<file path="config.mk">
export PLATFORM = sky130hd
export DESIGN_NAME = pipeline_hazard_ctrl
export DESIGN_NICKNAME = d
export VERILOG_FILES = /design/src/rtl/pipeline_hazard_ctrl_pkg.sv /design/src/rtl/pipeline_hazard_ctrl_sat_counter.sv /design/src/rtl/pipeline_hazard_ctrl.sv
export SDC_FILE = /design/constraint.sdc
export NUM_CORES = 1
export LEC_CHECK = 0
export BUFFER_PORTS_ARGS = -buffer_cell sky130_fd_sc_hd__buf_2
export CAP_MARGIN = 20
export CORE_ASPECT_RATIO = 1.25
export CORE_MARGIN = 1.5
export CORE_UTILIZATION = 40
export CTS_CLUSTER_DIAMETER = 50
export DETAILED_ROUTE_END_ITERATION = 7
export PLACE_DENSITY = 0.64
export SLEW_MARGIN = 30
export SYNTH_ARGS = -nofsm -noshare
export SYNTH_HDL_FRONTEND = slang
export SYNTH_HIERARCHICAL = 1
export SYNTH_SLANG_ARGS = --single-unit
</file>
<file path="constraint.sdc">
create_clock -name clk -period 3.4 [get_ports clk]
set_input_delay 0.68 -clock clk [delete_from_list [all_inputs] [get_ports clk]]
set_output_delay 0.68 -clock clk [all_outputs]
set_load 0.05 [all_outputs]
</file>
<file path="src/rtl/pipeline_hazard_ctrl_pkg.sv">
// Shared types and constants for the pipeline hazard controller.
package pipe_ctrl_pkg;

  typedef enum logic [1:0] {
    BOOT     = 2'd0,
    RUN      = 2'd1,
    MEM_WAIT = 2'd2,
    FAULT    = 2'd3
  } state_e;

  localparam logic [4:0] REG_ZERO = 5'd0;

endpackage

</file>
<file path="src/rtl/pipeline_hazard_ctrl_sat_counter.sv">
// Saturating up-counter used for the stall/flush performance counters.
module sat_counter #(
  parameter int CNT_W = 32
) (
  input  logic             clk,
  input  logic             reset,
  input  logic             inc,
  output logic [CNT_W-1:0] count
);

  logic [CNT_W-1:0] count_q;

  always_ff @(posedge clk or posedge reset) begin
    if (reset)
      count_q <= '0;
    else if (inc && (count_q != {CNT_W{1'b1}}))
      count_q <= count_q + {{(CNT_W-1){1'b0}}, 1'b1};
  end

  assign count = count_q;

endmodule

</file>
<file path="src/rtl/pipeline_hazard_ctrl.sv">
// Pipeline register sequencing: boot hold, load-use interlock, redirect flush,
// data-memory wait with timeout fault, plus saturating stall/flush counters.
module pipeline_hazard_ctrl
  import pipe_ctrl_pkg::*;
#(
  parameter int BOOT_CYCLES = 2,
  parameter int MEM_TIMEOUT = 16,
  parameter int CNT_W       = 32
) (
  input  logic             clk,
  input  logic             reset,
  input  logic [4:0]       ifid_rs1,
  input  logic [4:0]       ifid_rs2,
  input  logic             ifid_uses_rs2,
  input  logic [4:0]       idex_rd,
  input  logic             idex_memread,
  input  logic             ex_redirect,
  input  logic             mem_busy,
  output logic             pc_write,
  output logic             pc_src,
  output logic             ifid_write,
  output logic             ifid_flush,
  output logic             idex_write,
  output logic             idex_flush,
  output logic             back_write,
  output logic             fault,
  output logic [CNT_W-1:0] stall_cnt,
  output logic [CNT_W-1:0] flush_cnt
);

  localparam int BW = $clog2(BOOT_CYCLES + 1);
  localparam int TW = $clog2(MEM_TIMEOUT + 1);

  state_e          state_q, state_d;
  logic [BW-1:0]   boot_q, boot_d;
  logic [TW-1:0]   wait_q, wait_d;
  logic            load_use;
  logic            run_rules;

  assign load_use = idex_memread && (idex_rd != REG_ZERO) &&
                    ((idex_rd == ifid_rs1) || (ifid_uses_rs2 && (idex_rd == ifid_rs2)));

  always_ff @(posedge clk or posedge reset) begin
    if (reset) begin
      state_q <= BOOT;
      boot_q  <= BW'(BOOT_CYCLES - 1);
      wait_q  <= '0;
    end else begin
      state_q <= state_d;
      boot_q  <= boot_d;
      wait_q  <= wait_d;
    end
  end

  always_comb begin
    state_d    = state_q;
    boot_d     = boot_q;
    wait_d     = wait_q;
    pc_write   = 1'b0;
    pc_src     = 1'b0;
    ifid_write = 1'b0;
    ifid_flush = 1'b0;
    idex_write = 1'b0;
    idex_flush = 1'b0;
    back_write = 1'b0;
    run_rules  = 1'b0;

    case (state_q)
      BOOT: begin
        ifid_flush = 1'b1;
        idex_write = 1'b1;
        idex_flush = 1'b1;
        back_write = 1'b1;
        if (boot_q == '0) state_d = RUN;
        else              boot_d  = boot_q - BW'(1);
      end
      RUN: run_rules = 1'b1;
      MEM_WAIT: begin
        // wait_q holds the busy cycles still allowed before the fault edge
        if (mem_busy) begin
          if (wait_q == '0) state_d = FAULT;
          else              wait_d  = wait_q - TW'(1);
        end else begin
          state_d   = RUN;
          run_rules = 1'b1;
        end
      end
      default: ;
    endcase

    if (run_rules) begin
      if (mem_busy) begin
        state_d = MEM_WAIT;
        wait_d  = TW'(MEM_TIMEOUT - 2);
      end else if (ex_redirect) begin
        pc_write   = 1'b1;
        pc_src     = 1'b1;
        ifid_write = 1'b1;
        ifid_flush = 1'b1;
        idex_write = 1'b1;
        idex_flush = 1'b1;
        back_write = 1'b1;
      end else if (load_use) begin
        idex_write = 1'b1;
        idex_flush = 1'b1;
        back_write = 1'b1;
      end else begin
        pc_write   = 1'b1;
        ifid_write = 1'b1;
        idex_write = 1'b1;
        back_write = 1'b1;
      end
    end
  end

  assign fault = (state_q == FAULT);

  sat_counter #(.CNT_W(CNT_W)) u_stall_cnt (
    .clk   (clk),
    .reset (reset),
    .inc   (((state_q == RUN) || (state_q == MEM_WAIT)) && !pc_write),
    .count (stall_cnt)
  );

  sat_counter #(.CNT_W(CNT_W)) u_flush_cnt (
    .clk   (clk),
    .reset (reset),
    .inc   (pc_src),
    .count (flush_cnt)
  );

endmodule

</file>
==> results of run 1 <==
[worst max-delay path by stage]
stage | slack [ns] | start | depth (start not counted) | to
2_1_floorplan | 0.20 | idex_rd[3] | 10 | u_stall_cnt/count[21]
3_5_place_dp | 0.02 | idex_rd[3] | 12 | u_stall_cnt/count[31]
6_report | 0.38 | idex_rd[3] | 12 | u_stall_cnt/count[31]
3_3_place_gp | 0.08 | idex_rd[3] | 12 | u_stall_cnt/count[31]
4_1_cts | 0.37 | idex_rd[3] | 12 | u_stall_cnt/count[31]
5_1_grt | 0.21 | idex_rd[1] | 12 | u_stall_cnt/count[31]
[layout make-up]
| type | instances | area share |
|---|---|---|
| multi-input combinational | 265 | 0.402 |
| sequential | 73 | 0.377 |
| timing repair buffer | 102 | 0.110 |
| clock buffer | 12 | 0.0549 |
| tap | 126 | 0.0325 |
| inverter | 18 | 0.0139 |
| clock inverter | 4 | 0.0103 |
[sequential cells by signal, summed over array words and instances (netlist names), named ones only]
name	flops
u_flush_cnt/count	32
u_stall_cnt/count	32
boot_q	2
state_q	2
[worst max-delay path, cell delays in order]
cell and delay, ns:
buf_2 0.12, xor2_1 0.15, nor4_1 0.27, a32oi_1 0.16
o41ai_1 0.32, buf_4 0.21, nand3_1 0.10, or4_4 0.44
a311oi_4 0.25, buf_4 0.21, nand4_1 0.13, xnor2_1 0.17
[metrics by stage]
step | setup slack (ns) | power [mW] | util
4_1_cts | 0.366 | 3.21 | 0.511
2_1_floorplan | 0.199 | 1.97 | -
5_1_grt | 0.207 | 3.35 | 0.511
3_5_place_dp | 0.0192 | 2.22 | 0.477
6_report | 0.384 | 3.18 | 0.511
3_3_place_gp | 0.0801 | 2.19 | 0.477
[placed cells by master (no fill, tap or decap), types with 10 or more instances in the layout]
cell type  count
buf_2         92
dfrtp_1       72
xnor2_1       54
nand3_1       47
nand4_1       21
and3_1        20
inv_1         18
nand2_1       18
xor2_1        13
a21oi_1       12
nor2_1        10
buf_4         10
[power groups by stage]
stage / Clock [mW] / Sequential (mW) / Combinational, mW
after floorplan: 0 / 1.31 / 0.667
after global placement: 0 / 1.10 / 1.09
after detailed placement: 0 / 1.10 / 1.11
after CTS: 1.00 / 1.09 / 1.12
after global routing: 1.04 / 1.11 / 1.20
final: 0.976 / 1.09 / 1.11
[Yosys cell counts (2+ instances only)]
cell type,instances,share of area
or3_1,2,0.0032
and3_1,20,0.032
a311oi_4,2,0.014
clkbuf_1,4,0.0039
nor2_1,10,0.0097
buf_4,2,0.0039
a41oi_1,4,0.0090
nand4_2,2,0.0064
inv_1,18,0.017
nand4_1,21,0.034
and4_1,2,0.0045
and4_2,2,0.0051
nor2b_1,2,0.0032
xor2_1,13,0.029
nor4_1,3,0.0048
mux2i_1,3,0.0077
o21ai_0,2,0.0026
a2111oi_4,2,0.014
nand2_1,18,0.017
buf_2,2,0.0026
o22a_1,3,0.0068
a31oi_1,4,0.0064
mux2_2,2,0.0058
or4_4,2,0.0058
o21ai_1,3,0.0039
dfrtp_1,72,0.46
a21oi_1,12,0.015
nor4_4,2,0.011
xnor2_1,54,0.12
ha_1,8,0.026
o41ai_1,2,0.0045
nor3_1,4,0.0051
clkbuf_2,2,0.0026
nand2_2,2,0.0032
nand3_1,47,0.061
[cell families after synthesis]
family                   share of synthesized area
flip-flops                                   0.470
XOR/XNOR                                     0.151
buffers and inverters                       0.0303
AND/OR/NAND/NOR                              0.218
multiplexers                                0.0135
adder cells (fa/ha/maj)                     0.0257
AO/OA/AOI/OAI                               0.0914
[per-layer routing]
layer / track usage / share of wire
met2: 0.290 / 0.49
met3: 0.0410 / 0.041
met1: 0.216 / 0.45
met4: 0.0625 / 0.014
met5: 0 / 0
==> run_results.csv, run 1 <==
group,metric,value,unit
clock_tree,cts_tree,"yes",
clock_tree,cts-root-buf,"clkbuf_16",
synth,ys_ff_latch,73,
timing,finalCritPeriodShare,0.887,
synth,synth_edf_count,0,
timing,fin_crit,3.02,ns
route,wirelength,8.44,mm
synth,avgSynthCellArea,10.6,um2
layout,final_cell_area,4850,um2
power_and_ir_drop,power_switching,1.24,mW
timing,setup_tns,0,ns
route,drcViolationCount,0,
timing,setup_violations,0,
layout,multi_input_area,1950,um2
setup_path,cp-start-kind,"primary input",
setup_path,r2r_setup_slack,0.42,ns
clock_tree,numCtsBuffers,9,
clock_tree,h-tree-depth,3,
clock_tree,ctsResizeCount,0,
power_and_ir_drop,internal_power,1.93,mW
synth,synth_cell_types,48,
synth,syn-num-nets,395,
power_and_ir_drop,p_seq_frac,0.343,
timing,clock_skew,0.00602,ns
setup_path,cp.arrival,3.23,ns
timing,timing.fmax,332,MHz
die,core_area,9510,um2
grt,grt_max_degree,33,
power_and_ir_drop,p_leak,2.35,nW
synth,ys.flop_type,"dfrtp_1",
setup_path,reg2reg_depth,13,
timing,slew_headroom,0.541,
layout,finalNetCount,498,
die,fp.dieW,91.2,um
route,drt-initial-drc-count,139,
clock_tree,cts.clk_slew.worst_paths,0.06,ns
power_and_ir_drop,p_per_area,654,nW/um2
layout,drive_gt1_frac,0.293,
clock_tree,clk_latency,0.33,ns
synth,synth_cells,366,
synth,syn_area,3890,um2
layout,layout.cells.non_filler,600,
route,dr.pass1.iters,4,
route,wl_per_cell,14.1,um
job,drv_cap,0,
clock_tree,ctsHoldBuffers,0,
setup_path,cp_max_fo,10,
placement,placed_cell_area,4540,um2
synth,async_flop_share,1.00,
run_status,status,"completed",
timing,slew_viol_final,0,
synth,ys_seq_area_frac,0.470,
grt,grt-ovfl-total,0,
layout,n_antenna_cell,0,
placement,placedCellCount,584,
timing,hold_viol,0,
placement,routabilityCongestion,0.748,
die,die_h,113,um
setup_path,worst_ep_required_time,3.61,ns
setup_path,worstReg2RegEnd,"u_stall_cnt/count[31]",
power_and_ir_drop,p_comb_frac,0.349,
power_and_ir_drop,ir_worst_vdd,0.598,mV
die,die_area,10300,um2
grt,track_usage,0.173,
die,rows,40,
timing,holdWs,0.326,ns
layout,area_growth,24.9,%
route,vias,3148,
layout,nFillCells,904,
timing,worst_slew_pin_slew,0.686,ns
route,postRouteAntennaNets,0,
grt,first_global_vias,3071,
setup_path,endpoint_kind,"register",
setup_path,reg2reg_from,"state_q[0]",
synth,yosys_warnings,6,
timing,grt_setup_unrepaired,"false",
hold_path,hold_class,"in2async",
layout,seqCellArea,1830,um2
placement,port_buffers,92,
clock_tree,cts_buffer_depth,2,
route,via_per_inst,5.25,
power_and_ir_drop,swShare,0.391,
die,start_util,0.409,
clock_tree,cts.sinks,73,
grt,grt_pass1_wl,14.5,mm
power_and_ir_drop,clock_power_share,0.307,
setup_path,criticalPathCategory,"in2reg",
grt,antenna_found_initial,0,
die,ioPinCount,93,
placement,post-dp-hpwl,6.24,mm
clock_tree,cts_setup_buffers,0,
(Power assumes the default switching activity.)
==> run 2: changes to the inputs <==
--- a/config.mk
+++ b/config.mk
@@ -9,10 +9,10 @@
 export CAP_MARGIN = 20
 export CORE_ASPECT_RATIO = 1.25
 export CORE_MARGIN = 1.5
-export CORE_UTILIZATION = 40
+export CORE_UTILIZATION = 54
 export CTS_CLUSTER_DIAMETER = 50
 export DETAILED_ROUTE_END_ITERATION = 7
-export PLACE_DENSITY = 0.64
+export PLACE_DENSITY = 0.85
 export SLEW_MARGIN = 30
 export SYNTH_ARGS = -nofsm -noshare
 export SYNTH_HDL_FRONTEND = slang
==> run 2 against run 1 <==
Against the previous run:
- first-iteration DRC count rose by 29%
- global-route usage rose by 5.3 points
- die area fell by 25%
- maximum frequency fell by 1.1%
- sequential power barely moved
- sequential share of layout area rose by 0.85 points
==> run_results.csv, run 2 (synthesis results as in run 1) <==
group,metric,value,unit
layout,nFillCells,535,
clock_tree,h-tree-depth,3,
route,dr.pass1.iters,4,
setup_path,critical_path.top_delay_family,"simple AND/OR/NAND/NOR gates",
timing,slew_headroom,0.519,
grt,track_usage,0.226,
clock_tree,cts.sinks,73,
setup_path,cp-start-kind,"primary input",
clock_tree,cts_tree,"yes",
placement,port_buffers,92,
timing,slew_viol_final,0,
grt,first_global_vias,3068,
setup_path,crit_buf_inv,3,
die,start_util,0.557,
clock_tree,cts.clk_slew.worst_paths,0.07,ns
setup_path,endpoint_kind,"register",
clock_tree,ctsHoldBuffers,0,
grt,grtUsageMet1,0.280,
clock_tree,numCtsBuffers,9,
die,die_h,97.9,um
grt,grt_use_met3,0.0308,
route,wirelength,8.47,mm
placement,placed_cell_area,4490,um2
layout,final_cell_area,4750,um2
job,drv_cap,0,
timing,worst_slew_pin_slew,0.721,ns
hold_path,hold_class,"in2async",
layout,drive_gt1_frac,0.291,
layout,finalNetCount,498,
grt,grt_pass1_wl,14.0,mm
power_and_ir_drop,total_power,3.04,mW
clock_tree,ctsResizeCount,0,
timing,finalCritPeriodShare,0.897,
setup_path,worst_path_max_delay_cell,"or4_4",
route,vias,3191,
setup_path,worst_ep_required_time,3.63,ns
route,drt-initial-drc-count,179,
setup_path,cp.arrival,3.28,ns
power_and_ir_drop,ir_worst_vdd,0.586,mV
run_status,status,"completed",
setup_path,reg2reg_from,"state_q[0]",
clock_tree,cts_buffer_depth,2,
clock_tree,cts-root-buf,"clkbuf_8",
layout,layout_common_cells,"buf_2, dfrtp_1, xnor2_1, nand3_1, nand4_1",
power_and_ir_drop,p_leak,2.32,nW
setup_path,r2r_setup_slack,0.39,ns
setup_path,worstReg2RegEnd,"u_stall_cnt/count[21]",
timing,holdWs,0.311,ns
layout,final_core_util,0.680,
grt,gr-usage-met2,0.385,
die,core_area,6980,um2
setup_path,criticalPathCategory,"in2reg",
layout,final_common_cell,"buf_2",
timing,timing.fmax,328,MHz
route,drcViolationCount,0,
power_and_ir_drop,p_per_area,641,nW/um2
grt,antenna_found_initial,0,
die,die_area,7720,um2
timing,hold_viol,0,
grt,grt_max_degree,19,
die,ioPinCount,93,
timing,clock_skew,0.0105,ns
setup_path,cp_max_fo,10,
grt,busiest_layer,"met2",
setup_path,slowest_delay,0.44,ns
setup_path,reg2reg_depth,13,
die,fp.dieW,78.9,um
placement,post-dp-hpwl,6.21,mm
clock_tree,clk_latency,0.35,ns
layout,area_growth,22.1,%
clock_tree,cts_setup_buffers,0,
setup_path,worstPathCellList,"buf_2 > xor2_1 > nor4_1 > a32oi_1 > o41ai_1 > buf_4 > nand3_1 > or4_4 > a311oi_4 > buf_4 > nand4_1 > xnor2_1",
grt,grt-ovfl-total,0,
timing,setup_tns,0,ns
timing,setup_violations,0,
setup_path,crit_path_frequent_cell,"buf_4",
placement,routabilityCongestion,0.800,
route,wl_per_cell,15.0,um
die,rows,34,
route,postRouteAntennaNets,0,
timing,grt_setup_unrepaired,"false",
route,via_per_inst,5.66,
layout,n_antenna_cell,0,
timing,fin_crit,3.05,ns
-- run 2: routing by layer --
metal	wire (um)	vias up
met1	3580	1543
met3	422	15
li1	-	1524
met5	0	-
met2	4310	109
met4	154	0
-- run 2: power by group --
part           switching (mW)  internal [mW]  total (mW)
clock                   0.317          0.529       0.846
sequential              0.126          0.965        1.09
combinational           0.765          0.341        1.11
-- run 2: layout make-up --
class,count,area (um2),area share
multi-input combinational,265,1950,0.411
tap,90,113,0.0237
clock inverter,4,98.8,0.0208
clock buffer,12,155,0.0327
inverter,18,67.6,0.0142
timing repair buffer,102,536,0.113
sequential,73,1830,0.385
-- run 2: how the worst max path moves through the flow --
stage | slack, ns | cells past startpoint | from | endpoint
after CTS | 0.37 | 12 | idex_rd[3] | u_stall_cnt/count[21]
after floorplan | 0.20 | 10 | idex_rd[3] | u_stall_cnt/count[21]
after detailed placement | 0.02 | 12 | idex_rd[3] | u_stall_cnt/count[31]
final | 0.35 | 12 | idex_rd[3] | u_stall_cnt/count[21]
after global placement | 0.1 | 12 | idex_rd[3] | u_stall_cnt/count[31]
after global routing | 0.19 | 13 | state_q[0] | u_stall_cnt/count[31]
-- run 2: stage by stage --
step / cells / setup slack [ns]
final: 564 / 0.352
after global routing: 564 / 0.186
after CTS: 564 / 0.374
after detailed placement: 548 / 0.0204
after global placement: 548 / 0.0998
after floorplan: 366 / 0.199
